File: config.mk
export PLATFORM = sky130hd
export DESIGN_NAME = ram_spi_reader_flat
export DESIGN_NICKNAME = d
export VERILOG_FILES = /design/src/rtl/ram_spi_pkg.sv /design/src/rtl/ram_spi_reader_if.sv /design/src/rtl/spi_bit_timer.sv /design/src/rtl/ram_spi_reader.sv /design/src/flat_wrapper.sv
export SDC_FILE = /design/constraint.sdc
export NUM_CORES = 1
export LEC_CHECK = 0
export ABC_AREA = 1
export CAP_MARGIN = 20
export CORE_ASPECT_RATIO = 1.4
export CORE_MARGIN = 8
export CORE_UTILIZATION = 43
export CTS_CLUSTER_DIAMETER = 100
export CTS_CLUSTER_SIZE = 14
export DETAILED_ROUTE_END_ITERATION = 10
export PLACE_DENSITY = 0.57
export SYNTH_ARGS = -nofsm -noshare
export SYNTH_HDL_FRONTEND = slang
export SYNTH_SLANG_ARGS = --single-unit
File: constraint.sdc
create_clock -name clk -period 3.2 [get_ports clk]
set_input_delay 0.32 -clock clk [delete_from_list [all_inputs] [get_ports clk]]
set_output_delay 0.32 -clock clk [all_outputs]
set_load 0.02 [all_outputs]
File: src/rtl/ram_spi_pkg.sv
// ram_spi_pkg: shared FSM state type, counter-width helper and parity-bit count for ram_spi_reader
// Parity bit appended only when RAM_SPI_PARITY_EN is defined.
package ram_spi_pkg;
    typedef enum logic [1:0] {IDLE, LOAD, SHIFT, DONE} state_t;
`ifdef RAM_SPI_PARITY_EN
    localparam int PAR_BITS = 1;
`else
    localparam int PAR_BITS = 0;
`endif
    function automatic int cnt_w(input int n);
        return $clog2(n + 1);
    endfunction
endpackage

File: src/rtl/ram_spi_reader_if.sv
// ram_spi_reader_if: write port, read request and SPI output bundle
// master: drives we/wr_addr/wr_data/rd_start/rd_addr, observes busy/done/q/cs_n/sclk/sdo
// slave:  the ram_spi_reader side
interface ram_spi_reader_if #(parameter int WIDTH = 8, parameter int AW = 4);
    logic             we;
    logic [AW-1:0]    wr_addr;
    logic [WIDTH-1:0] wr_data;
    logic             rd_start;
    logic [AW-1:0]    rd_addr;
    logic             busy;
    logic             done;
    logic [WIDTH-1:0] q;
    logic             cs_n;
    logic             sclk;
    logic             sdo;
    modport master (output we, wr_addr, wr_data, rd_start, rd_addr,
                    input busy, done, q, cs_n, sclk, sdo);
    modport slave  (input we, wr_addr, wr_data, rd_start, rd_addr,
                    output busy, done, q, cs_n, sclk, sdo);
endinterface

File: src/rtl/spi_bit_timer.sv
// spi_bit_timer: HALF_DIV divider generating sclk (idle low) and the fall_tick bit-end strobe
// Ports: clk, rst, en (run while high, else held idle), sclk, fall_tick (high in the cycle whose edge drops sclk)
module spi_bit_timer
    import ram_spi_pkg::*;
#(
    parameter int HALF_DIV = 2
) (
    input  logic clk,
    input  logic rst,
    input  logic en,
    output logic sclk,
    output logic fall_tick
);
    localparam int DW = cnt_w(HALF_DIV);
    logic [DW-1:0] cnt;
    logic          half_end;
    assign half_end  = en && cnt == DW'(HALF_DIV - 1);
    assign fall_tick = half_end && sclk;
    always_ff @(posedge clk) begin
        if (rst || !en) begin
            cnt  <= '0;
            sclk <= 1'b0;
        end else begin
            cnt  <= half_end ? '0 : cnt + 1'b1;
            sclk <= sclk ^ half_end;
        end
    end
endmodule

File: src/rtl/ram_spi_reader.sv
// ram_spi_reader: word RAM with parallel write port and SPI mode-0 serial readout of one word per request
// Ports: clk, rst (sync, active high), bus (ram_spi_reader_if.slave: write port, rd_start/rd_addr,
//        busy/done/q status, cs_n/sclk/sdo SPI outputs)
// Define RAM_SPI_PARITY_EN to append an even-parity bit after the data bits.
module ram_spi_reader
    import ram_spi_pkg::*;
#(
    parameter int WIDTH     = 8,
    parameter int DEPTH     = 16,
    parameter int HALF_DIV  = 2,
    parameter bit MSB_FIRST = 1
) (
    input  logic             clk,
    input  logic             rst,
    ram_spi_reader_if.slave  bus
);
    localparam int AW    = $clog2(DEPTH);
    localparam int NBITS = WIDTH + PAR_BITS;
    localparam int BW    = cnt_w(NBITS);
    state_t           state, nxt;
    logic [WIDTH-1:0] mem [DEPTH];
    logic [AW-1:0]    addr;
    logic [WIDTH-1:0] rd_word, ordered, word, q_r;
    logic [NBITS-1:0] frame, load_frame;
    logic [BW-1:0]    bcnt;
    logic             last, fall_tick, sclk, done_r, cs_n_r, sdo_r;
    spi_bit_timer #(.HALF_DIV(HALF_DIV)) u_timer (
        .clk       (clk),
        .rst       (rst),
        .en        (state == SHIFT),
        .sclk      (sclk),
        .fall_tick (fall_tick)
    );
    always_ff @(posedge clk) begin
        if (bus.we)
            mem[bus.wr_addr] <= bus.wr_data;
    end
    assign rd_word = mem[addr];
    // The frame always shifts out of its top bit, so bit order is fixed at load time.
    always_comb begin
        ordered = '0;
        for (int i = 0; i < WIDTH; i++)
            ordered[i] = MSB_FIRST ? rd_word[i] : rd_word[WIDTH-1-i];
    end
`ifdef RAM_SPI_PARITY_EN
    assign load_frame = {ordered, ^rd_word};
`else
    assign load_frame = ordered;
`endif
    assign last = bcnt == BW'(NBITS - 1);
    always_ff @(posedge clk) begin
        state <= rst ? IDLE : nxt;
    end
    always_comb begin
        nxt = state;
        case (state)
            IDLE:    nxt = bus.rd_start ? LOAD : IDLE;
            LOAD:    nxt = SHIFT;
            SHIFT:   nxt = (fall_tick && last) ? DONE : SHIFT;
            default: nxt = IDLE;
        endcase
    end
    // The final falling edge closes the frame, so cs_n/done take their DONE values exactly in the DONE cycle.
    always_ff @(posedge clk) begin
        if (rst) begin
            addr   <= '0;
            word   <= '0;
            frame  <= '0;
            bcnt   <= '0;
            q_r    <= '0;
            done_r <= 1'b0;
            cs_n_r <= 1'b1;
            sdo_r  <= 1'b0;
        end else begin
            done_r <= 1'b0;
            case (state)
                IDLE: if (bus.rd_start) addr <= bus.rd_addr;
                LOAD: begin
                    word   <= rd_word;
                    frame  <= load_frame;
                    sdo_r  <= load_frame[NBITS-1];
                    cs_n_r <= 1'b0;
                    bcnt   <= '0;
                end
                SHIFT: if (fall_tick) begin
                    if (last) begin
                        cs_n_r <= 1'b1;
                        sdo_r  <= 1'b0;
                        done_r <= 1'b1;
                        q_r    <= word;
                    end else begin
                        frame <= frame << 1;
                        sdo_r <= frame[NBITS-2];
                        bcnt  <= bcnt + 1'b1;
                    end
                end
                default: ;
            endcase
        end
    end
    assign bus.busy = state != IDLE;
    assign bus.done = done_r;
    assign bus.q    = q_r;
    assign bus.cs_n = cs_n_r;
    assign bus.sclk = sclk;
    assign bus.sdo  = sdo_r;
endmodule

File: src/flat_wrapper.sv
// flat-port wrapper written by rule: the top's interface ports become plain ports
module ram_spi_reader_flat import ram_spi_pkg::*;
#(
    parameter int WIDTH     = 8,
    parameter int DEPTH     = 16,
    parameter int HALF_DIV  = 2,
    parameter bit MSB_FIRST = 1
)
  (clk, rst, bus_we, bus_wr_addr, bus_wr_data, bus_rd_start, bus_rd_addr, bus_busy, bus_done, bus_q, bus_cs_n, bus_sclk, bus_sdo);
  ram_spi_reader_if #(.WIDTH(WIDTH), .AW(4)) bus_i ();
  input  logic clk;
  input  logic rst;
  input wire logic [$bits(bus_i.we)-1:0] bus_we;
  input wire logic [$bits(bus_i.wr_addr)-1:0] bus_wr_addr;
  input wire logic [$bits(bus_i.wr_data)-1:0] bus_wr_data;
  input wire logic [$bits(bus_i.rd_start)-1:0] bus_rd_start;
  input wire logic [$bits(bus_i.rd_addr)-1:0] bus_rd_addr;
  output wire logic [$bits(bus_i.busy)-1:0] bus_busy;
  output wire logic [$bits(bus_i.done)-1:0] bus_done;
  output wire logic [$bits(bus_i.q)-1:0] bus_q;
  output wire logic [$bits(bus_i.cs_n)-1:0] bus_cs_n;
  output wire logic [$bits(bus_i.sclk)-1:0] bus_sclk;
  output wire logic [$bits(bus_i.sdo)-1:0] bus_sdo;
  assign bus_i.we = bus_we;
  assign bus_i.wr_addr = bus_wr_addr;
  assign bus_i.wr_data = bus_wr_data;
  assign bus_i.rd_start = bus_rd_start;
  assign bus_i.rd_addr = bus_rd_addr;
  assign bus_busy = bus_i.busy;
  assign bus_done = bus_i.done;
  assign bus_q = bus_i.q;
  assign bus_cs_n = bus_i.cs_n;
  assign bus_sclk = bus_i.sclk;
  assign bus_sdo = bus_i.sdo;
  ram_spi_reader #(.WIDTH(WIDTH), .DEPTH(DEPTH), .HALF_DIV(HALF_DIV), .MSB_FIRST(MSB_FIRST)) u_core (.clk(clk), .rst(rst), .bus(bus_i));
endmodule
==> results.md <==
- The largest voltage drop on the vdd net is 0.0003739 V.
- Setup repair after global routing left no endpoint under its margin.
- The data arrival at the endpoint of the critical path is 2490 ps.
- The number of antenna violations at the first check in global routing is 0.
- The first global-routing pass estimated 25500 um of wire.
- The highest net fanout along the worst path is 15.
- The combined area of all synthesized cells is 7223 um2.
- Net switching is 23.97% of the power.
- OpenSTA, run right after detailed placement, puts the worst setup slack at 1022 ps.
- The placed wire-length estimate after detailed placement is 10200 um.
- For this run, design rule violations remaining after detail routing come to 0.
- On the critical path the largest part of the delay comes from adder cells.
- Summing the areas of all compound-gate instances in the mapped netlist gives 3.568% of the synthesized area.
- Yosys printed 0 warnings.
- Dividing the detail-routed wire length by the instance count gives 15.85 um.
- Sequential cells burn 48.2% of the power.
- The H-tree was split into 4 levels.
- The ratio of total power to cell area is 623.8 nW/um2.
- The root buffer selected by CTS is sky130_fd_sc_hd__clkbuf_16.
- Overall power consumption after layout is estimated at 5.171 mW.
- After synthesis, the cell types taking the most area are sky130_fd_sc_hd__edfxtp_1 (53%), sky130_fd_sc_hd__dfxtp_1 (12%), sky130_fd_sc_hd__nand2_1 (9.9%), sky130_fd_sc_hd__nand3_1 (7.1%), sky130_fd_sc_hd__inv_1 (6.2%).
- Walking the worst path, the cells encountered are inv_1 > ha_1 > nand2_1 > inv_1 > ha_1 > nand3_1 > clkinv_1 > o21ai_0 > a21oi_1.
- The CTS tree is built.
- Compared with the post-synthesis result, the final layout area differs by 14.76%.
- The maximum achievable frequency is 459.1 MHz.
- The worst min-delay path startpoint is u_core.u_timer.cnt[0]$_SDFF_PP0_.
- The total wirelength of the detailed-routed design is 15650 um.
- The share of total power in the clock network is 41.5%.
- In this run the vertical extent of the chip is 169.4 um.
- The number of cells on the worst reg-to-reg path is 9.
- The critical path is of the reg2reg type.
- Cells with a size suffix above 1 make up 5.612% of the layout.
- Of the total synthesized cell area, the portion taken by full adders, half adders and majority gates is 1.213%.
- The global-route congestion overflow total is 0.
- The clock reaches the later pin of the worst-skew pair after 430 ps.
- For this design the static power due to leakage is 3.528 nW.
- Sequential cells were found to cover 65.13% of the synthesized design area.
- The data required time at the worst endpoint is 3510 ps.
- The maximum cell stage delay along the critical path is 380 ps.
- The library cells used most frequently in the layout, excluding fill and tap cells, are sky130_fd_sc_hd__nand2_1 (190), sky130_fd_sc_hd__edfxtp_1 (128), sky130_fd_sc_hd__inv_1 (120).
- The number of port buffers is 32.
- The post-synthesis sequential element count is 171.
- The combinational family with the most area after synthesis is simple AND/OR/NAND/NOR gates.
- Of the total synthesized cell area, the portion taken by AND, OR, NAND and NOR gates is 20.98%.
- The count of hold-fix buffers inserted at cts is 0.
- The routed via count divided by cell count is 4.999.
- The number of antenna diodes in the final layout is 0.
- The starting density of the core is 43.50%.
- The type of origin of the critical path is a register.
- Setup total negative slack on the finished layout was measured at 0 ps.
- The floorplan die area is 21260 um2.
- The run finished with clean final reports.
- The commonest non-fill, non-tap cell in the layout is sky130_fd_sc_hd__nand2_1.
- The largest net degree at the start of global routing is 65.
- The number of buffers created by CTS is 17.
- The via count of the first global-routing pass came to 4953.
- Multiplexer cells account for 0% of the synthesized area.
- The number of gates resized after cts is 0.
- The site row count is 56.
- The antenna violation net count after detailed routing is 0.
- The post-route clock skew is 11.08 ps.
- The number of nets in the finished design is 798.
- The average instance in the mapped netlist occupies 9.683 um2.
- The worst setup path is captured at a register.
- Clock-pin slew was measured on the worst setup and hold paths at 60 ps.
- The slowest stage of the critical path is the sky130_fd_sc_hd__ha_1 cell.
- The first detailed-routing pass took 5 iterations.
- The number of buffers and inverters on the critical path is 3.
- The switching component of the power is 1.240 mW.
- The clock passes through at most 2 buffers.
- Counting instances, the worst hold path has a depth of 1.
- The count of vias placed by the detailed router is 4934.
- Pin placement for this block handled 33 I/O pins.
- The distinct cell type count after synthesis is 27.
- The routed design could run at a clock period as short as 2178 ps.
- The number of hold violations in the final report is 0.
- The max-slew headroom at the worst pin is 46.78%.
- Setup violations remaining at the end of the flow were counted as 0.
- The actual transition at the worst max-transition pin is 795.4 ps.
- The top cell type's share of synthesized area is 53.21%.
- The final worst setup slack is 1022 ps.
- The synthesized netlist net count is 773.
- The total internal power is 3.931 mW.
- The count of routing violations after the opening detailed-route iteration is 282.
- In this run the post-CTS setup repair buffer count came out at 0.
- The total of max-cap violations is 0.
- The count of final max-slew check failures came to 0.
- The total area inside the core boundary comes to 16610 um2.
- From left edge to right edge, the die measures 125.5 um.
- Global routing used 15.55% of the available tracks across all layers.
- Across all register-to-register paths, the minimum setup slack is 1020 ps.
- The final weighted congestion of routability-driven global placement is 0.7588.
- In this run the worst hold path is classified as reg2reg.
- The relative contribution of combinational cells to total power is 10.3%.
- Summed over all instances, the cell type with the most area after synthesis is sky130_fd_sc_hd__edfxtp_1.
- The share of the clock period used by the worst path after layout is 68.06%.
- The endpoint of the worst register-to-register path is u_core.bus.q[0]$_SDFFE_PP0P_.
- The xor-xnor portion of the synthesized cell area is 0.2425%.
- The worst hold path terminates at u_core.u_timer.cnt[0]$_SDFF_PP0_.
- In this run the critical register-to-register path is launched from u_core.state[0]$_SDFF_PP0_.
- The tree built by TritonCTS fans out to 171 sinks.
- After technology mapping, the gate count stands at 746.
cells by family (layout without fill, tap and decap cells):
| logic type | Yosys count | in the layout |
|---|---|---|
| simple gates | 360 | 360 |
| flops | 171 | 171 |
| buf+inv | 156 | 194 |
| compound gates | 50 | 50 |
| fa+ha+maj | 7 | 7 |
| xor+xnor | 2 | 2 |
cell type report:
cell class | instances | area (um2)
clock inverter | 14 | 192.7
multi-input combinational | 419 | 1878
timing repair buffer | 37 | 357.8
clock buffer | 18 | 429.2
tap | 203 | 254.0
inverter | 125 | 471.7
sequential | 171 | 4706
fill | 1482 | 8317
worst max path at each step:
stage / from / endpoint / slack [ps] / depth (start not counted)
after floorplan: u_core.state[0]$_SDFF_PP0_ / u_core.bcnt[3]$_SDFFE_PP0P_ / 1520 / 12
after detailed placement: u_core.state[0]$_SDFF_PP0_ / u_core.bus.q[0]$_SDFFE_PP0P_ / 1020 / 9
after global routing: u_core.state[0]$_SDFF_PP0_ / u_core.bus.q[0]$_SDFFE_PP0P_ / 730 / 9
after CTS: u_core.state[0]$_SDFF_PP0_ / u_core.bus.q[0]$_SDFFE_PP0P_ / 1010 / 9
final: u_core.state[0]$_SDFF_PP0_ / u_core.bus.q[0]$_SDFFE_PP0P_ / 1020 / 9
after global placement: u_core.state[0]$_SDFF_PP0_ / u_core.bus.q[0]$_SDFFE_PP0P_ / 1100 / 9
metrics by stage:
step	cell area [um2]	hold slack [ps]	cells	utilization, %
after floorplan	7223	398.3	746	-
after global routing	8289	454.1	987	49.92
after CTS	8289	433.2	987	49.92
final	8289	424.6	987	49.92
after global placement	7667	409.3	955	46.17
after detailed placement	7667	424.5	955	46.17
Yosys cell counts:
library cell                 n
sky130_fd_sc_hd__nand4_2     1
sky130_fd_sc_hd__buf_6       2
sky130_fd_sc_hd__nor2_4      1
sky130_fd_sc_hd__inv_4       1
sky130_fd_sc_hd__xor2_1      2
sky130_fd_sc_hd__edfxtp_1  128
sky130_fd_sc_hd__buf_1       2
sky130_fd_sc_hd__o21ai_1     8
sky130_fd_sc_hd__nand2_4     1
sky130_fd_sc_hd__nand3b_1    2
sky130_fd_sc_hd__buf_4       5
sky130_fd_sc_hd__clkinv_1    1
sky130_fd_sc_hd__nor2_1     61
sky130_fd_sc_hd__clkbuf_1    7
sky130_fd_sc_hd__nand2_1   190
sky130_fd_sc_hd__ha_1        7
sky130_fd_sc_hd__and3_1      1
sky130_fd_sc_hd__inv_2       3
sky130_fd_sc_hd__nand3_1   102
sky130_fd_sc_hd__buf_2      15
sky130_fd_sc_hd__a21oi_1    19
sky130_fd_sc_hd__dfxtp_1    43
sky130_fd_sc_hd__o21ai_0    20
sky130_fd_sc_hd__o211ai_1    1
sky130_fd_sc_hd__inv_1     120
sky130_fd_sc_hd__a211oi_1    2
sky130_fd_sc_hd__nor2_2      1
registers in the layout, summed over array words and instances, names as in the netlist, named ones only:
signal / flops
u_core.addr: 4
u_core.bcnt: 4
u_core.bus.cs_n: 1
u_core.bus.done: 1
u_core.bus.q: 8
u_core.bus.sdo: 1
u_core.frame: 7
u_core.mem: 128
u_core.state: 2
u_core.u_timer.cnt: 2
u_core.u_timer.sclk: 1
u_core.word: 8
routing by layer:
metal | vias to the layer above | global-route usage, % | share of wire, %
li1 | 2451 | - | -
met1 | 2346 | 17.23 | 42
met2 | 116 | 27.99 | 52
met3 | 21 | 3.742 | 4.5
met4 | 0 | 6.429 | 1.9
met5 | - | 0 | 0
power groups by stage:
stage	registers, mW	logic [mW]	clock network (mW)
final	2.49	0.533	2.15
after global routing	2.50	0.598	2.27
after CTS	2.49	0.538	2.19
after detailed placement	2.54	0.535	0
after global placement	2.54	0.527	0
after floorplan	2.53	0.360	0
Power figures use the tool's default switching activity.
